--- config.mk ---
export PLATFORM = sky130hd
export DESIGN_NAME = rv32i_mmio_timer_gpio
export DESIGN_NICKNAME = d
export VERILOG_FILES = /design/src/rtl/rv32i_mmio_timer_gpio.sv
export SDC_FILE = /design/constraint.sdc
export NUM_CORES = 1
export LEC_CHECK = 0
export BUFFER_PORTS_ARGS = -buffer_cell sky130_fd_sc_hd__buf_2
export CORE_AREA = 5 5 122 124
export CTS_CLUSTER_DIAMETER = 60
export DETAILED_ROUTE_END_ITERATION = 8
export DIE_AREA = 0 0 127 129
export PLACE_DENSITY = 0.68
export SKIP_CTS_REPAIR_TIMING = 1
export SLEW_MARGIN = 40
export SYNTH_ARGS = -nofsm -noshare
export SYNTH_HDL_FRONTEND = slang
export SYNTH_SLANG_ARGS = --single-unit
--- constraint.sdc ---
create_clock -name clk -period 2.3 [get_ports clk]
set_input_delay 0.345 -clock clk [delete_from_list [all_inputs] [get_ports clk]]
set_output_delay 0.345 -clock clk [all_outputs]
set_load 0.005 [all_outputs]
--- src/rtl/rv32i_mmio_timer_gpio.sv ---
// Memory-mapped GPIO and prescaled compare timer on the single-cycle CPU data port.
// Reads are combinational; writes commit on the rising clock edge.
module rv32i_mmio_timer_gpio #(
  parameter logic [31:0] BASE_ADDR = 32'hFFFF_0000,
  parameter int unsigned GPIO_W    = 8
) (
  input  logic              clk,
  input  logic              reset,
  input  logic              Memwrite,
  input  logic [31:0]       Memaddr,
  input  logic [31:0]       MemWdata,
  output logic [31:0]       MemRdata,
  output logic              sel,
  input  logic [GPIO_W-1:0] gpio_in,
  output logic [GPIO_W-1:0] gpio_out,
  output logic              irq
);

  localparam logic [3:0] OffGpioOut = 4'h0;
  localparam logic [3:0] OffGpioIn  = 4'h1;
  localparam logic [3:0] OffCtrl    = 4'h2;
  localparam logic [3:0] OffCount   = 4'h3;
  localparam logic [3:0] OffCmp     = 4'h4;
  localparam logic [3:0] OffStat    = 4'h5;

  logic [GPIO_W-1:0] gpio_out_q, gpio_out_d;
  logic [GPIO_W-1:0] sync1_q, sync2_q;
  logic              en_q, en_d;
  logic              autoclr_q, autoclr_d;
  logic              irq_en_q, irq_en_d;
  logic [7:0]        ps_q, ps_d;
  logic [7:0]        pcnt_q, pcnt_d;
  logic [31:0]       count_q, count_d;
  logic [31:0]       cmp_q, cmp_d;
  logic              match_q, match_d;
  logic              irq_q, irq_d;

  logic [3:0] offset;
  logic       wr_en;
  logic       wr_gpio, wr_ctrl, wr_count, wr_cmp, wr_stat;
  logic       tick, hit;
  logic       unused_addr_lsbs;

  assign offset           = Memaddr[5:2];
  assign sel              = (Memaddr[31:6] == BASE_ADDR[31:6]);
  assign unused_addr_lsbs = ^Memaddr[1:0];

  assign wr_en    = Memwrite & sel;
  assign wr_gpio  = wr_en && (offset == OffGpioOut);
  assign wr_ctrl  = wr_en && (offset == OffCtrl);
  assign wr_count = wr_en && (offset == OffCount);
  assign wr_cmp   = wr_en && (offset == OffCmp);
  assign wr_stat  = wr_en && (offset == OffStat);

  // Tick uses the current en/ps, so a CTRL write only affects later cycles.
  assign tick = en_q && (pcnt_q == ps_q);
  assign hit  = tick && (count_q == cmp_q);

  always_comb begin
    gpio_out_d = wr_gpio ? MemWdata[GPIO_W-1:0] : gpio_out_q;
    en_d       = wr_ctrl ? MemWdata[0] : en_q;
    autoclr_d  = wr_ctrl ? MemWdata[1] : autoclr_q;
    irq_en_d   = wr_ctrl ? MemWdata[2] : irq_en_q;
    ps_d       = wr_ctrl ? MemWdata[15:8] : ps_q;
    cmp_d      = wr_cmp ? MemWdata : cmp_q;

    if (!en_q || wr_count || tick) begin
      pcnt_d = 8'd0;
    end else begin
      pcnt_d = pcnt_q + 8'd1;
    end

    if (wr_count) begin
      count_d = MemWdata;
    end else if (hit && autoclr_q) begin
      count_d = 32'd0;
    end else if (tick) begin
      count_d = count_q + 32'd1;
    end else begin
      count_d = count_q;
    end

    // A match set on this edge wins over a simultaneous W1C.
    match_d = hit | (match_q & ~(wr_stat & MemWdata[0]));
    irq_d   = match_d & irq_en_d;
  end

  always_ff @(posedge clk) begin
    if (reset) begin
      gpio_out_q <= '0;
      sync1_q    <= '0;
      sync2_q    <= '0;
      en_q       <= 1'b0;
      autoclr_q  <= 1'b0;
      irq_en_q   <= 1'b0;
      ps_q       <= 8'd0;
      pcnt_q     <= 8'd0;
      count_q    <= 32'd0;
      cmp_q      <= 32'd0;
      match_q    <= 1'b0;
      irq_q      <= 1'b0;
    end else begin
      gpio_out_q <= gpio_out_d;
      sync1_q    <= gpio_in;
      sync2_q    <= sync1_q;
      en_q       <= en_d;
      autoclr_q  <= autoclr_d;
      irq_en_q   <= irq_en_d;
      ps_q       <= ps_d;
      pcnt_q     <= pcnt_d;
      count_q    <= count_d;
      cmp_q      <= cmp_d;
      match_q    <= match_d;
      irq_q      <= irq_d;
    end
  end

  always_comb begin
    MemRdata = 32'd0;
    if (sel) begin
      case (offset)
        OffGpioOut: MemRdata[GPIO_W-1:0] = gpio_out_q;
        OffGpioIn:  MemRdata[GPIO_W-1:0] = sync2_q;
        OffCtrl: begin
          MemRdata[0]    = en_q;
          MemRdata[1]    = autoclr_q;
          MemRdata[2]    = irq_en_q;
          MemRdata[15:8] = ps_q;
        end
        OffCount:   MemRdata = count_q;
        OffCmp:     MemRdata = cmp_q;
        OffStat:    MemRdata[0] = match_q;
        default:    MemRdata = 32'd0;
      endcase
    end
  end

  assign gpio_out = gpio_out_q;
  assign irq      = irq_q;

endmodule

======== Word level (Yosys, flattened, before mapping) ========
Index checks and enable logic that the tools add are counted.
cells by class
  add/sub/neg operators ................... 2
  $mul .................................... 0
  divide/modulo/power cells ............... 0
  order comparisons ....................... 0
  equal/unequal tests ..................... 8
  shift operators ......................... 0
  muxes and demuxes ....................... 10
  bitwise gates (word level) .............. 6
  reduce and logical (&&, ||, !) cells .... 14
operator list
  operator                 count
  $mux W32                 4
  $add A32 B1 Y32 const B  1
  $eq A32 B32 Y1           1
  $pmux W16 S2             1
  $eq A26 B26 Y1 const B   1
  $pmux W8 S3              1
  $pmux W5 S4              1
  $pmux W2 S5              1
  $add A8 B1 Y8 const B    1
  $eq A4 B2 Y1 const B     2
  $eq A4 B3 Y1 const B     2
  $eq A8 B8 Y1             1
  $logic_and A1 B1 Y1      8
  $pmux W1 S6              1
  $and A1 B1 Y1            4
  $eq A4 B1 Y1 const B     1
  $logic_not A4 Y1         1
  $reduce_bool A3 Y1       1
  $logic_or A1 B1 Y1       2
  $reduce_or A2 Y1         1
  $logic_not A1 Y1         1
  $mux W1                  1
  $not A1 Y1               1
  $or A1 B1 Y1             1
word-level totals
  flip-flop bits (word level) ............. 109
  latch bits .............................. 0
  bits in writable memories ............... 0
  bits in read-only memories .............. 0
  input bits .............................. 75
  output and inout port bits .............. 42
  word-level logic and storage cells ...... 52
  memories kept ........................... 0

======== Logic depth before layout (Yosys ltp) ========
Gate-level depths: netlist of the first run.
  depth after elaboration ................. 8
  mapped depth ............................ 10
  gate-level depth less buffers ........... 8

======== Worst setup path before layout of the first run ========
Ideal clock, no wire load.
  kind .................................... in2out
  from .................................... input Memaddr[31]
  to ...................................... output MemRdata[21]
  arrival time ............................ 1.779 ns
  data required time ...................... 1.955 ns
  setup slack ............................. 0.176 ns
  cell stages on the path ................. 7
  path buffers ............................ 2
  path through ............................ nand4_1 > or3_1 > or2_0 > buf_6 > nor2_4 > clkbuf_1 > a22o_1
between the ends
  cells in the longest elaborated chain, start to end .. 2
ends and longest elaborated chain
  item            RTL line  source
  from (decl)     10        input logic [31:0] Memaddr,
  $eq A26 B26 Y1  45        assign sel = (Memaddr[31:6] == BASE_ADDR[31:6]);
  $mux W32        120       if (sel) begin
  to (decl)       12        output logic [31:0] MemRdata,
Every way passes these cells.

======== Worst setup path after layout of the first run ========
  from .................................... input Memaddr[28]
  to ...................................... output MemRdata[30]
Same word-level chain as after synthesis.

==> qor.txt, run 1 <==
IO Pins -> 117
R2R Setup Slk -> 0.16 ns
first element of the critical path -> Memaddr[28]
DIE AREA -> 16380 um2
post-DP HPWL -> 13.42 mm
number of synthesized register bits -> 109
Worst R2R End -> count_q[6]
Fin. Hold Viols -> 0
Die X -> 127 um
Initial DRC Count -> 468
Worst-path clk slew -> 0.07 ns
CTS sink count -> 109
Synthesized Nets -> 808
share of flip-flops with an asynchronous set or reset -> 0%
Antenna diodes -> 0
EDFF count, synth -> 0
fin crit share -> 99.20%
post-route ant nets -> 0
GRT overflow -> 0
DRC violation count after routing -> 0
vias in the first global route -> 5467
Synth top area share -> 36.58%
share of cells above drive strength 1 -> 30.68%
hold path startpoint -> gpio_in[6]
Layout Area Growth over Synthesis -> 28.25%
post-synth cell types -> 60
Cells after Synth -> 731
R2R cell count -> 7
RD Place Congestion -> 0.8494
crit path to -> MemRdata[30]
initial core utilization -> 43.66%
leading area contributor after synthesis -> dfxtp_1
final setup violation count -> 0
f_max -> 438.3 MHz
Synth Warn # -> 0
core area -> 13670 um2
CTS tree -> yes
HP Class -> in -> reg
Max IR drop VDD -> 0.5991 mV
clk buf depth -> 2
post-synthesis sequential area ratio -> 36.58%
Critical Path RT -> 1.96 ns
htree depth -> 3
drt wl/cell -> 16.86 um
vias per inst -> 5.600
CTS buffer count -> 9
worst slew pin tran -> 0.5366 ns
GRT Overall Usage -> 21.38%
WS Path Type -> in -> out
post-route insts no fill -> 1060
vias post-DR -> 5936
Final Power -> 3.861 mW
most area-consuming cells after synthesis -> dfxtp_1, xnor2_1, a21oi_1
pwr dens -> 504.6 nW/um2
antenna violations before repair -> 0
clock latency on the worst-skew pair -> 0.36 ns
most common library cells after synthesis -> dfxtp_1, nand2_1, nor2_1, a21oi_1, nand3_1
clk root buf -> clkbuf_16
Final #Nets -> 952
first-pass GRT wire length -> 28.22 mm
Leak -> 2.999 nW
pin count of the biggest net entering global routing -> 41
DRT Pass-1 Iters -> 5
FF-to-FF Start -> pcnt_q[5]
area post-placement -> 7098 um2
most frequent cell after synthesis -> dfxtp_1
Post-Route WL -> 17.87 mm
CP arrival -> 1.94 ns
Slew Limit Fails -> 0
Min Hold Slack -> 0.1913 ns
cell total after placement -> 1041
row cnt -> 43
Critical Path Sink Type -> output pin
CP Max Fanout -> 16
Rel. slew slack -> 64.14%
skew final -> 0.01231 ns
Avg Inst Size Synth -> 8.161 um2
max-capacitance violation count -> 0
IO Port Bufs -> 114
Tmin final -> 2.282 ns
Die Height -> 129 um
final setup TNS -> 0 ns
outcome -> finished, final reports clean
Post-Syn Area -> 5966 um2
CP Launch Type -> input port
most frequently used flop master after synthesis -> dfxtp_1
Finished Cell Area -> 7651 um2
-- layer usage --
| layer | share of wire, % | track usage [%] |
|---|---|---|
| met1 | 45 | 29.34 |
| met2 | 47 | 34.31 |
| met3 | 6.7 | 4.732 |
| met4 | 2.0 | 5.426 |
| met5 | 0 | 0 |
-- through the flow --
stage                     setup WS [ns]  utilization, %
after CTS                      -0.02878           54.36
after global routing           -0.04734           55.99
after floorplan                  0.1761               -
after global placement        -0.009540           51.94
final                           0.01848           55.99
after detailed placement       -0.01844           51.94
-- registers in the layout, indices dropped and copies added (netlist names) --
signal	count
cmp_q	32
count_q	32
gpio_out	8
pcnt_q	8
ps_q	8
sync1_q	8
sync2_q	8
autoclr_q	1
en_q	1
irq	1
irq_en_q	1
match_q	1
-- report_power, final --
part           internal (mW)  switching, mW
sequential              1.90        0.00383
combinational         0.0933          0.122
clock                  0.993          0.749
total                   2.99          0.874
-- critical path, cell delays in order --
cell and delay [ns]:
buf_2 0.07, nand4_1 0.09, or3_1 0.37, or2_1 0.25, buf_6 0.14, nor2_4 0.20
buf_12 0.18, a22o_1 0.16, buf_2 0.12
-- final cells by class --
cell class,instances,area [um2]
fillers,1283,6015
well taps,180,225.2
flip-flops and latches,109,2190
clock buffers,10,239.0
inverters,7,26.28
clock inverters,6,91.34
repair buffers,193,1257
multi-input cells,555,3622
-- cells in the final DEF (no fill, tap or decap), drive strengths merged, types with 3 or more instances in the layout --
cell    Yosys  routed
a211oi     13      13
a21oi      62      62
a221oi      6       6
a222oi      7       7
a22o       20      20
a22oi      10      10
a31oi      14      14
and2        4       4
and3       11      11
and4        4       4
buf        29     193
clkbuf     31      10
dfxtp     109     109
inv         7       9
mux2       12      12
mux2i      12      12
nand2      78      78
nand3      56      56
nand3b      3       3
nand4      20      20
nand4b      3       3
nor2       70      70
nor2b      21      21
nor3       24      24
nor4        6       6
o21ai      20      20
o21bai      3       3
or3         5       5
xnor2      45      45
xor2        7       7
-- cells by family (layout without fill, tap and decap cells) --
group / count (synthesis) / after routing / share of synthesized area [%]
AO/OA/AOI/OAI: 164 / 164 / 18.31
XOR/XNOR: 52 / 52 / 7.760
adder cells (fa/ha/maj): 2 / 2 / 0.4194
buffers and inverters: 67 / 216 / 5.621
flip-flops: 109 / 109 / 36.58
multiplexers: 24 / 24 / 4.279
AND/OR/NAND/NOR: 313 / 313 / 27.03
-- worst min path at each step --
stage / end / slack [ns] / depth (start not counted)
after floorplan: sync2_q[0] / 0.41 / 1
after global placement: sync2_q[0] / 0.42 / 1
after detailed placement: sync2_q[5] / 0.42 / 1
after CTS: sync1_q[6] / 0.18 / 2
after global routing: sync1_q[7] / 0.19 / 2
final: sync1_q[6] / 0.19 / 2
No activity file was read; power rests on OpenSTA's default activity.
==> run 2, diff against run 1 <==
Settings changed: ABC_AREA set to 1, CORE_AREA 5 5 122 124 to 5 5 128 130, DIE_AREA 0 0 127 129 to 0 0 133 135.
==> run 2 against run 1 <==
  * Worst setup slack improved by 0.17 ns
  * Register-to-register slack better by 0.18 ns
  * Flip-flop and latch count did not move
  * Total power is 5.8% lower
  * Fmax increased by 8.0%
  * Combinational power is 18% lower
  * Routed wire length grew 14%
  * Hold slack lost 0.013 ns
  * Synthesized cell count up 43%
  * Sequential power hardly changed
  * Clock power shrank 10%
  * Critical path type unchanged
  * Critical endpoint is now MemRdata[26]
  * Largest cell class unchanged
  * Highest routed layer unchanged
==> qor.txt, run 2 <==
WS Path Type -> in -> out
clk buf depth -> 2
CP Launch Type -> input port
share of cells above drive strength 1 -> 18.28%
commonest non-fill, non-tap cell in the layout -> nand2_1
htree depth -> 3
Synth top area share -> 32.67%
Avg Inst Size Synth -> 6.385 um2
outcome -> finished, final reports clean
post-synthesis sequential area ratio -> 32.67%
worst slew pin tran -> 0.4595 ns
Initial DRC Count -> 622
final setup TNS -> 0 ns
GRT overflow -> 0
CTS buffer count -> 9
post-synthesis mux area share -> 0%
CTS tree -> yes
Post-Synth Simple-Gate Area -> 32.88%
HP Class -> in -> reg
sequential cell area -> 2182 um2
CP max stage cell -> buf_4
Cells after Synth -> 1046
vias post-DR -> 6929
post-synth cell types -> 39
area used by multi-input combinational logic -> 3679 um2
share of flip-flops with an asynchronous set or reset -> 0%
R2R Setup Slk -> 0.34 ns
Slew Limit Fails -> 0
Fill cells -> 1559
Critical Path Sink Type -> output pin
DRT Pass-1 Iters -> 5
commonest cells after routing, fill and taps aside -> nand2_1, nor2_1, inv_1
Antenna diodes -> 0
RD Place Congestion -> 0.9309
post-synthesis xor/xnor area fraction -> 6.294%
row cnt -> 45
Layout Area Growth over Synthesis -> 16.49%
pin count of the biggest net entering global routing -> 48
initial core utilization -> 44.43%
vias per inst -> 5.163
CP Max Fanout -> 12
post-DP HPWL -> 15.11 mm
core area -> 15030 um2
final setup violation count -> 0
clk root buf -> clkbuf_16
Critical Path RT -> 1.96 ns
met3 usage -> 4.508%
vias in the first global route -> 6441
RSZ-0062 raised after global routing -> no
most frequent cell after synthesis -> nand2_1
clock latency on the worst-skew pair -> 0.37 ns
post-synthesis compound-gate area fraction -> 15.53%
R2R cell count -> 9
Worst-path clk slew -> 0.07 ns
largest family of logic cells by synthesized area -> simple AND/OR/NAND/NOR gates
post-synthesis adder-cell area fraction -> 0.3747%
DRC violation count after routing -> 0
FF-to-FF Start -> count_q[1]
Rel. slew slack -> 69.13%
most common library cells after synthesis -> nand2_1, nor2_1, inv_1, dfxtp_1, nand3_1
Hold Path Sink -> sync1_q[2]
GR peak layer -> met2
grt met2 use -> 36.54%
leading area contributor after synthesis -> dfxtp_1
max-capacitance violation count -> 0
CP arrival -> 1.77 ns
Die X -> 133 um
Post-Syn Area -> 6679 um2
Worst R2R End -> count_q[30]
Tmin final -> 2.113 ns
Synthesized Nets -> 1123
GR met1 Demand/Resource -> 30.48%
most frequently used flop master after synthesis -> dfxtp_1
GRT Overall Usage -> 22.69%
CTS sink count -> 109
EDFF count, synth -> 0
antenna violations before repair -> 0
number of synthesized register bits -> 109
Leak -> 3.522 nW
drt wl/cell -> 15.15 um
skew final -> 0.009635 ns
Synth Warn # -> 0
pwr dens -> 467.5 nW/um2
Regs by FF count -> cmp_q: 32 flops, count_q: 32 flops
IO Port Bufs -> 114
Max stage delay on crit path -> 0.23 ns
Fin. Hold Viols -> 0
CP Cell Sequence -> buf_2, nor2_1, nand3_1, nor2_2, nand2_4, inv_2, nand2_1, buf_4, o21ai_0, buf_2
Die Height -> 135 um
post-route ant nets -> 0
Min Hold Slack -> 0.1782 ns
IO Pins -> 117
worst slack, placed -> 0.1943 ns
most area-consuming cells after synthesis -> dfxtp_1, nand2_1, nor2_1
first-pass GRT wire length -> 32.95 mm
DIE AREA -> 17960 um2
Critical Path Most Common Cell -> buf_2
f_max -> 473.3 MHz
Max IR drop VDD -> 0.4305 mV
Final #Nets -> 1226
fin crit share -> 91.85%
Hold Crit Depth -> 3
hold path startpoint -> gpio_in[2]
worst setup margin -> 0.1873 ns
Post-Route WL -> 20.33 mm
## run 2: cell types whose count changed in the layout (fill, tap and decap cells not counted), moves of 16 or more
cell     before  now
nand3_1      55   96
nor2b_1      20    0
nand2_1      78  221
nor2_1       66  144
a22o_1       20    0
o21ai_0       9   86
inv_1         7  127
inv_2         0   19
xor2_1        7   23
buf_4        75   23
## run 2: layout make-up
type | count | share of cell area (%)
Sequential cell | 109 | 28.05
Multi-Input combinational cell | 736 | 47.28
Inverter | 152 | 7.350
Timing Repair Buffer | 141 | 10.58
Clock inverter | 7 | 0.8202
Tap cell | 188 | 3.023
Clock buffer | 9 | 2.895
## run 2: metal layers
layer / vias to the layer above / share of wire (%)
met5: - / 0
met4: 0 / 2.3
met3: 35 / 7.2
met2: 238 / 45
met1: 3117 / 45
li1: 3539 / -
## run 2: worst max-delay path: cells and delay by family
| family | cells | cell delay [ns] |
|---|---|---|
| buffers and inverters | 4 | 0.56 |
| and+or+nand+nor | 5 | 0.62 |
| AOI/OAI and AO/OA | 1 | 0.23 |
## run 2: worst max-delay path by stage
stage                 from           end  slack (ns)  cells past startpoint
4_1_cts         Memaddr[9]   MemRdata[3]        0.19                     11
5_1_grt         Memaddr[9]   MemRdata[3]       0.007                     11
3_3_place_gp    Memaddr[9]   MemRdata[3]        0.19                     11
2_1_floorplan  Memaddr[11]  MemRdata[22]        0.54                      8
3_5_place_dp    Memaddr[9]   MemRdata[7]        0.19                     11
6_report        Memaddr[9]  MemRdata[26]        0.19                     10
## run 2: logic make-up (layout without fill, tap and decap cells)
logic type      Yosys count  in the layout
compound gates          183            183
xor+xnor                 48             48
fa+ha+maj                 2              2
buf+inv                 201            309
flops                   109            109
simple gates            503            503
## run 2: per-stage QoR
step / area [um2] / utilization [%] / total power [mW] / std cells
after floorplan: 6679 / - / 2.012 / 1046
after global placement: 7491 / 49.83 / 2.121 / 1326
after detailed placement: 7491 / 49.83 / 2.122 / 1326
after CTS: 7780 / 51.75 / 3.675 / 1342
after global routing: 7780 / 51.75 / 3.758 / 1342
final: 7780 / 51.75 / 3.637 / 1342
## run 2: where the power goes
group / internal (mW) / total [mW] / leakage [nW] / switching, mW
Sequential: 1.90 / 1.90 / 0.881 / 0.00305
Combinational: 0.0680 / 0.177 / 2.50 / 0.109
Clock: 0.763 / 1.56 / 0.142 / 0.796
Total: 2.73 / 3.64 / 3.52 / 0.908
==> run 3, diff against run 2 <==
Settings changed: GPL_TIMING_DRIVEN set to 0.
==> run 3 against run 2 <==
  * Non-clock buffer count increased by 24
  * Fmax fell by 1.2%
  * Total power up 3.7%
  * Via count up 2.1%
  * Routed wire length grew 7.7%
  * Critical endpoint is now MemRdata[7]
  * Largest power group unchanged
==> qor.txt, run 3 (synthesis gave the netlist of run 2 again) <==
worst slack, placed -> -0.2651 ns
post-DP HPWL -> 16.96 mm
RD Place Congestion -> 0.9852
commonest cells after routing, fill and taps aside -> nand2_1, nor2_1, buf_2
CP Launch Type -> input port
drt wl/cell -> 16.02 um
Finished Cell Area -> 7878 um2
Die Height -> 135 um
IO Pins -> 117
antenna violations before repair -> 0
vias post-DR -> 7072
fin crit share -> 92.98%
Clock power frac -> 44.7%
Worst-path clk slew -> 0.07 ns
pin count of the biggest net entering global routing -> 21
max-capacitance violation count -> 0
final setup violation count -> 0
commonest non-fill, non-tap cell in the layout -> nand2_1
R2R Setup Slk -> 0.32 ns
initial core utilization -> 44.43%
Hold Path Sink -> sync1_q[6]
first-pass GRT wire length -> 34.16 mm
Regs by FF count -> cmp_q: 32 flops, count_q: 32 flops
share of cells above drive strength 1 -> 19.27%
outcome -> finished, final reports clean
core area -> 15030 um2
Fin. Hold Viols -> 0
FF-to-FF Start -> ps_q[1]
Bufs and invs on worst path -> 5
CP max stage cell -> buf_4
CP Cell Sequence -> buf_2, nor2_2, nand3_2, buf_4, inv_4, o21ai_1, o21ai_1, inv_1, a21oi_1, buf_2
CTS buffer count -> 9
Initial DRC Count -> 530
CP arrival -> 1.79 ns
CTS sink count -> 109
GRT Overall Usage -> 23.97%
sequential share of power -> 50.4%
CTS tree -> yes
Critical Path RT -> 1.96 ns
pwr dens -> 478.7 nW/um2
post-route ant nets -> 0
P_sw -> 0.9244 mW
Max stage delay on crit path -> 0.22 ns
GRT overflow -> 0
Rel. slew slack -> 59.41%
Max IR drop VDD -> 0.4892 mV
area post-placement -> 7485 um2
Critical Path Sink Type -> output pin
Slew Limit Fails -> 0
Post-Route WL -> 21.88 mm
Leak -> 3.599 nW
Sw Ratio -> 24.51%
skew final -> 0.01014 ns
f_max -> 467.6 MHz
WS Path Type -> in -> out
Final #Nets -> 1250
CP Max Fanout -> 10
Antenna diodes -> 0
vias in the first global route -> 6548
RSZ-0062 raised after global routing -> no
worst slew pin tran -> 0.6088 ns
clk buf depth -> 2
Die X -> 133 um
Layout Area Growth over Synthesis -> 17.95%
DRT Pass-1 Iters -> 5
Core Util, Final -> 52.40%
DRC violation count after routing -> 0
htree depth -> 3
IO Port Bufs -> 114
row cnt -> 45
Hold Crit Depth -> 3
Tmin final -> 2.139 ns
hold path startpoint -> gpio_in[6]
clock latency on the worst-skew pair -> 0.37 ns
Int Pwr -> 2.847 mW
Logic pwr share -> 4.9%
vias per inst -> 5.177
HP Class -> in -> reg
DIE AREA -> 17960 um2
CP delay by family, top -> buffers and inverters
worst setup margin -> 0.1615 ns
Worst R2R End -> count_q[6]
clk root buf -> clkbuf_16
R2R cell count -> 13
-- run 3: per-stage QoR --
stage | TNS [ns] | hold WS [ns] | power (mW) | instances
after floorplan | 0 | 0.3883 | 2.012 | 1046
after global placement | -3.501 | 0.3889 | 2.121 | 1348
after detailed placement | -3.393 | 0.3958 | 2.124 | 1348
after CTS | -3.474 | 0.1683 | 3.799 | 1364
after global routing | 0 | 0.1682 | 3.912 | 1366
final | 0 | 0.1767 | 3.771 | 1366
-- run 3: worst max-delay path by stage --
stage	startpoint	end	slack [ns]	cells after the start
2_1_floorplan	Memaddr[11]	MemRdata[22]	0.54	8
3_3_place_gp	Memaddr[9]	MemRdata[25]	-0.27	10
3_5_place_dp	Memaddr[9]	MemRdata[25]	-0.27	10
4_1_cts	Memaddr[9]	MemRdata[25]	-0.27	10
5_1_grt	Memaddr[5]	MemRdata[13]	0.002	10
6_report	Memaddr[3]	MemRdata[7]	0.16	10
-- run 3: power groups by stage --
stage / clock (mW) / sequential, mW / combinational, mW
after detailed placement: 0 / 1.95 / 0.177
after global routing: 1.81 / 1.90 / 0.202
after global placement: 0 / 1.95 / 0.176
after CTS: 1.72 / 1.90 / 0.178
final: 1.69 / 1.90 / 0.183
after floorplan: 0 / 1.95 / 0.0673
-- run 3: metal layers --
metal  global-route usage, %  vias to the layer above  share of wire (%)
met2                   38.54                      274                 45
met3                   6.222                       49                8.3
met4                   9.065                        0                3.1
met1                   30.95                     3159                 44
met5                       0                        -                  0
li1                        -                     3590                  -
-- run 3: cell type report --
type	count	area (um2)
fillers	1569	7156
multi-input cells	736	3715
flip-flops and latches	109	2182
repair buffers	116	585.6
inverters	152	581.8
plain buffers	49	265.3
well taps	188	235.2
clock buffers	10	229.0
clock inverters	6	83.83
-- run 3: worst register-to-register path: cells and delay by family (launching register included) --
kind	cells	cell delay, ns
buf+inv	5	0.60
compound gates	2	0.11
flops	1	0.35
simple gates	6	0.80
